### src/rtl/ps2_rx_frame.sv
// ps2_rx_frame: deserialise PS/2 device-to-host frames into validated scan-code bytes
//   clk       in   system clock
//   rst_n     in   asynchronous active-low reset
//   ps2_clk   in   raw PS/2 clock pin, asynchronous to clk
//   ps2_data  in   raw PS/2 data pin, asynchronous to clk
//   data      out  last valid byte, LSB = first data bit on the wire
//   done      out  one-cycle strobe, new byte on data (data settles one clock earlier)
//   frame_err out  one-cycle strobe, frame rejected (parity, stop or timeout)
//   busy      out  frame in progress
module ps2_rx_frame #(
  parameter int FILTER_LEN = 8,
  parameter int TIMEOUT    = 200000,
  parameter int TO_W       = 18
) (
  input  logic       clk,
  input  logic       rst_n,
  input  logic       ps2_clk,
  input  logic       ps2_data,
  output logic [7:0] data,
  output logic       done,
  output logic       frame_err,
  output logic       busy
);
  localparam logic [1:0] S_IDLE   = 2'd0;
  localparam logic [1:0] S_RECV   = 2'd1;
  localparam logic [1:0] S_CHECK  = 2'd2;
  localparam logic [1:0] S_STROBE = 2'd3;
  localparam int FW = $clog2(FILTER_LEN + 1);
  logic            ck_meta_q, ck_meta_d, ck_sync_q, ck_sync_d;
  logic            dt_meta_q, dt_meta_d, dt_sync_q, dt_sync_d;
  logic            filt_q, filt_d;
  logic [FW-1:0]   flt_cnt_q, flt_cnt_d;
  logic            fall;
  logic [1:0]      state_q, state_d;
  logic [9:0]      frame_q, frame_d;
  logic [3:0]      bit_cnt_q, bit_cnt_d;
  logic [TO_W-1:0] to_q, to_d;
  logic [7:0]      data_q, data_d;
  logic            done_q, done_d;
  logic            err_q, err_d;
  logic            frame_ok;
  always_comb begin
    ck_meta_d = ps2_clk;
    ck_sync_d = ck_meta_q;
    dt_meta_d = ps2_data;
    dt_sync_d = dt_meta_q;
  end
  // Filtered clock flips only after FILTER_LEN consecutive disagreeing samples;
  // any agreeing sample restarts the run, so short glitches never get through.
  always_comb begin
    filt_d    = filt_q;
    flt_cnt_d = '0;
    if (ck_sync_q != filt_q) begin
      if (flt_cnt_q == FW'(FILTER_LEN - 1)) filt_d = ck_sync_q;
      else flt_cnt_d = flt_cnt_q + FW'(1);
    end
  end
  assign fall = filt_q & ~filt_d;
  // Frame register fills from the top so that after ten shifts bit 0 holds the
  // first data bit, [8] parity and [9] stop.
  assign frame_ok = (^frame_q[8:0]) & frame_q[9];
  always_comb begin
    state_d   = state_q;
    frame_d   = frame_q;
    bit_cnt_d = bit_cnt_q;
    to_d      = to_q;
    data_d    = data_q;
    done_d    = 1'b0;
    err_d     = 1'b0;
    case (state_q)
      S_IDLE: begin
        if (fall && !dt_sync_q) begin
          state_d   = S_RECV;
          frame_d   = '0;
          bit_cnt_d = '0;
          to_d      = '0;
        end
      end
      S_RECV: begin
        if (fall) begin
          frame_d   = {dt_sync_q, frame_q[9:1]};
          bit_cnt_d = bit_cnt_q + 4'd1;
          to_d      = '0;
          state_d   = (bit_cnt_q == 4'd9) ? S_CHECK : S_RECV;
        end else if (to_q == TO_W'(TIMEOUT)) begin
          state_d = S_IDLE;
          err_d   = 1'b1;
        end else begin
          to_d = to_q + TO_W'(1);
        end
      end
      S_CHECK: begin
        state_d = frame_ok ? S_STROBE : S_IDLE;
        data_d  = frame_ok ? frame_q[7:0] : data_q;
        err_d   = ~frame_ok;
      end
      default: begin
        state_d = S_IDLE;
        done_d  = 1'b1;
      end
    endcase
  end
  always_ff @(posedge clk or negedge rst_n) begin
    if (!rst_n) begin
      ck_meta_q <= 1'b1;
      ck_sync_q <= 1'b1;
      dt_meta_q <= 1'b1;
      dt_sync_q <= 1'b1;
      filt_q    <= 1'b1;
      flt_cnt_q <= '0;
      state_q   <= S_IDLE;
      frame_q   <= '0;
      bit_cnt_q <= '0;
      to_q      <= '0;
      data_q    <= 8'h00;
      done_q    <= 1'b0;
      err_q     <= 1'b0;
    end else begin
      ck_meta_q <= ck_meta_d;
      ck_sync_q <= ck_sync_d;
      dt_meta_q <= dt_meta_d;
      dt_sync_q <= dt_sync_d;
      filt_q    <= filt_d;
      flt_cnt_q <= flt_cnt_d;
      state_q   <= state_d;
      frame_q   <= frame_d;
      bit_cnt_q <= bit_cnt_d;
      to_q      <= to_d;
      data_q    <= data_d;
      done_q    <= done_d;
      err_q     <= err_d;
    end
  end
  assign data      = data_q;
  assign done      = done_q;
  assign frame_err = err_q;
  assign busy      = (state_q == S_RECV);
endmodule

### config.mk
export PLATFORM = sky130hd
export DESIGN_NAME = ps2_rx_frame
export DESIGN_NICKNAME = d
export VERILOG_FILES = /design/src/rtl/ps2_rx_frame.sv
export SDC_FILE = /design/constraint.sdc
export NUM_CORES = 1
export LEC_CHECK = 0
export BUFFER_PORTS_ARGS = -buffer_cell sky130_fd_sc_hd__buf_2
export CORE_MARGIN = 2
export CORE_UTILIZATION = 54
export DETAILED_ROUTE_END_ITERATION = 16
export PLACE_DENSITY = 0.72
export SYNTH_ARGS = -nofsm -noshare
export SYNTH_HDL_FRONTEND = slang
export SYNTH_SLANG_ARGS = --single-unit
### constraint.sdc
create_clock -name clk -period 4.25 [get_ports clk]
set_clock_uncertainty 0.1 [all_clocks]
set_input_delay 0.6375 -clock clk [delete_from_list [all_inputs] [get_ports clk]]
set_output_delay 0.6375 -clock clk [all_outputs]
set_load 0.1 [all_outputs]
==> flow_metrics.tcl <==
set metrics [dict create \
    required_ns 4.37 \
    post-dp-hpwl_mm 3.385 \
    hold_viol_final 0 \
    final_antenna_net_count 0 \
    clock_path_buffers 2 \
    setup-tns-final_ns 0 \
    htree_levels 2 \
    async_reset_ff_frac 1.000 \
    syn_inst 264 \
    vdd_drop_max_uv 292.6 \
    met2_usage 0.3393 \
    worst_slew_pin_slew_ns 1.034 \
    hp-class "reg -> reg" \
    crit_type "reg -> reg" \
    drive_gt1_frac 0.1667 \
    timing.fmax_mhz 347.9 \
    via_per_inst 5.625 \
    drc 0 \
    grt_use_total 0.2117 \
    core_area_mm2 0.004755 \
    syn_nets 277 \
    yosysTopAreaCell "dfrtp_1" \
    syn_to_final_growth_pct 9.883 \
    clk_latency_ns 0.31 \
    rows 25 \
    postCtsHoldBufs 0 \
    num-nets-final 294 \
    avgSynthCellArea_um2 10.12 \
    fp.dieW_um 74.34 \
    chipHeight_um 74.34 \
    busiest_layer "met2" \
    crit_fanout 23 \
    grt_max_degree 54 \
    whs_ns 0.2592 \
    fillCellCount 427 \
    power_mw 1.246 \
    start_util 0.5618 \
    ctsRootBufferMaster "clkbuf_8" \
    most-common-layout-cells "dfrtp_1 (48), nand2_1 (37), o21ai_0 (26)" \
    wl_per_cell_um 14.06 \
    grt_pass1_wl_mm 8.956 \
    cts_resized 0 \
    yosysSeqAreaShare 0.4988 \
    maxCapViolCount 0 \
    gp_congestion 0.8686 \
    final_common_cell "dfrtp_1" \
    io_buffers 14 \
    crit_arrival_ns 2.99 \
    antenna_found_initial 0 \
    synth_top_area_frac 0.4496 \
    drt_iter0_drc 181 \
    post-route-period-util 0.6763 \
    synth_cell_types 42 \
    antenna_cells 0 \
    period_minus_slack_ns 2.874 \
    use_met3 0.04336 \
    grt_overflow_total 0 \
    placedCellCount 341 \
    drt-total-wl_mm 4.906 \
    numCtsBuffers 5 \
    yosysWarnings 0 \
    post_cts_buffers 0 \
    ys.flop_type "dfrtp_1" \
    synth.area.top_cells "dfrtp_1 (45%), nand2_1 (5.2%), dfstp_2 (4.9%)" \
    synth-edff-count 0 \
    rsz0062_at_grt "no" \
    drt-pass1-iter-count 4 \
    path_clk_slew_ns 0.09 \
    grt_pass1_vias 1895 \
    cts.sinks 53 \
    finalSetupViolations 0 \
    critPathCaptureType "flip-flop" \
    ys_ff_latch 53 \
    powerDensity_mw_per_mm2 424.3 \
    status "finished, final reports clean" \
    use_met1 0.2926 \
    die_area_mm2 0.005526 \
    final_cells 349 \
    ioPinCount 15 \
    cts_tree "done" \
    cp-start-kind "flip-flop" \
    relSlewSlack 0.3045 \
    syn_area_mm2 0.002671 \
    vias 1963 \
    drv_slew 0 \
    p_leak_nw 1.293 \
]
## power by group
part | internal [mW] | switching (mW) | leakage (nW)
Clock | 0.192 | 0.158 | 0.0585
Combinational | 0.101 | 0.213 | 0.519
Sequential | 0.545 | 0.0361 | 0.715
Total | 0.838 | 0.407 | 1.29
## cells in the mapped netlist (all sizes together) (2+ instances only)
library cell / instances
xor2: 4
nand4: 4
o22ai: 2
mux2: 11
xnor3: 2
nor3: 7
xnor2: 8
nand3: 14
a31oi: 6
nor2: 16
dfrtp: 48
inv: 8
ha: 9
or3: 2
o31ai: 4
o41ai: 2
buf: 2
nor4: 6
clkbuf: 5
nor4b: 2
nand3b: 3
o211ai: 2
a21oi: 5
o21ai: 27
nor2b: 8
nand2b: 4
nand2: 37
dfstp: 5
and3: 3
## critical path, cell delays in order (launching register included)
cell and delay (ns):
dfrtp_1 0.42, inv_1 0.09, ha_1 0.64, o21ai_2 0.27
o31ai_1 0.93, o21ai_0 0.22, o31ai_1 0.11
## stage by stage
step / setup WS, ns / util / cell area (um^2)
2_1_floorplan: 1.625 / - / 2671
3_3_place_gp: 1.527 / 0.5929 / 2819
3_5_place_dp: 1.370 / 0.5929 / 2819
4_1_cts: 1.373 / 0.6174 / 2935
5_1_grt: 0.9160 / 0.6174 / 2935
6_report: 1.376 / 0.6174 / 2935
## sequential cells by signal (all words and copies together), names as in the netlist, 2 cells and up
signal	count
bit_cnt_q	4
data	8
flt_cnt_q	4
frame_q	10
state_q	2
to_q	18
## cell families after synthesis
kind of cell    count (synthesis)  share of synthesized area
flops                          53                     0.4988
mux                            12                    0.05480
fa+ha+maj                       9                    0.04216
simple gates                  109                     0.2037
compound gates                 52                     0.1204
xor+xnor                       14                    0.05808
buf+inv                        15                    0.02202
## final timing paths
path,startpoint,to,slack [ns],cells past startpoint
setup / recovery,state_q[1],to_q[12],1.38,6
hold / removal,dt_meta_q,dt_sync_q,0.26,0
setup reg to reg,state_q[1],to_q[12],1.38,6
hold reg to reg,dt_meta_q,dt_sync_q,0.26,0
max in group asynchronous,rst_n,bit_cnt_q[0],3.28,2
min in group asynchronous,rst_n,data[3],0.33,2
## metal layers
metal / vias up / wire length (um)
li1: 968 / -
met5: - / 0
met3: 9 / 233
met1: 935 / 2329
met4: 0 / 79
met2: 51 / 2263
## area by class of cell
| type | instances | area [um^2] | area share |
|---|---|---|---|
| sequential | 53 | 1333 | 0.4540 |
| clock inverter | 1 | 30.03 | 0.01023 |
| timing repair buffer | 17 | 92.59 | 0.03154 |
| clock buffer | 7 | 86.33 | 0.02941 |
| tap | 67 | 83.83 | 0.02856 |
| multi-input combinational | 196 | 1280 | 0.4361 |
| inverter | 8 | 30.03 | 0.01023 |
Note: power is estimated with default switching activity, not from simulation.
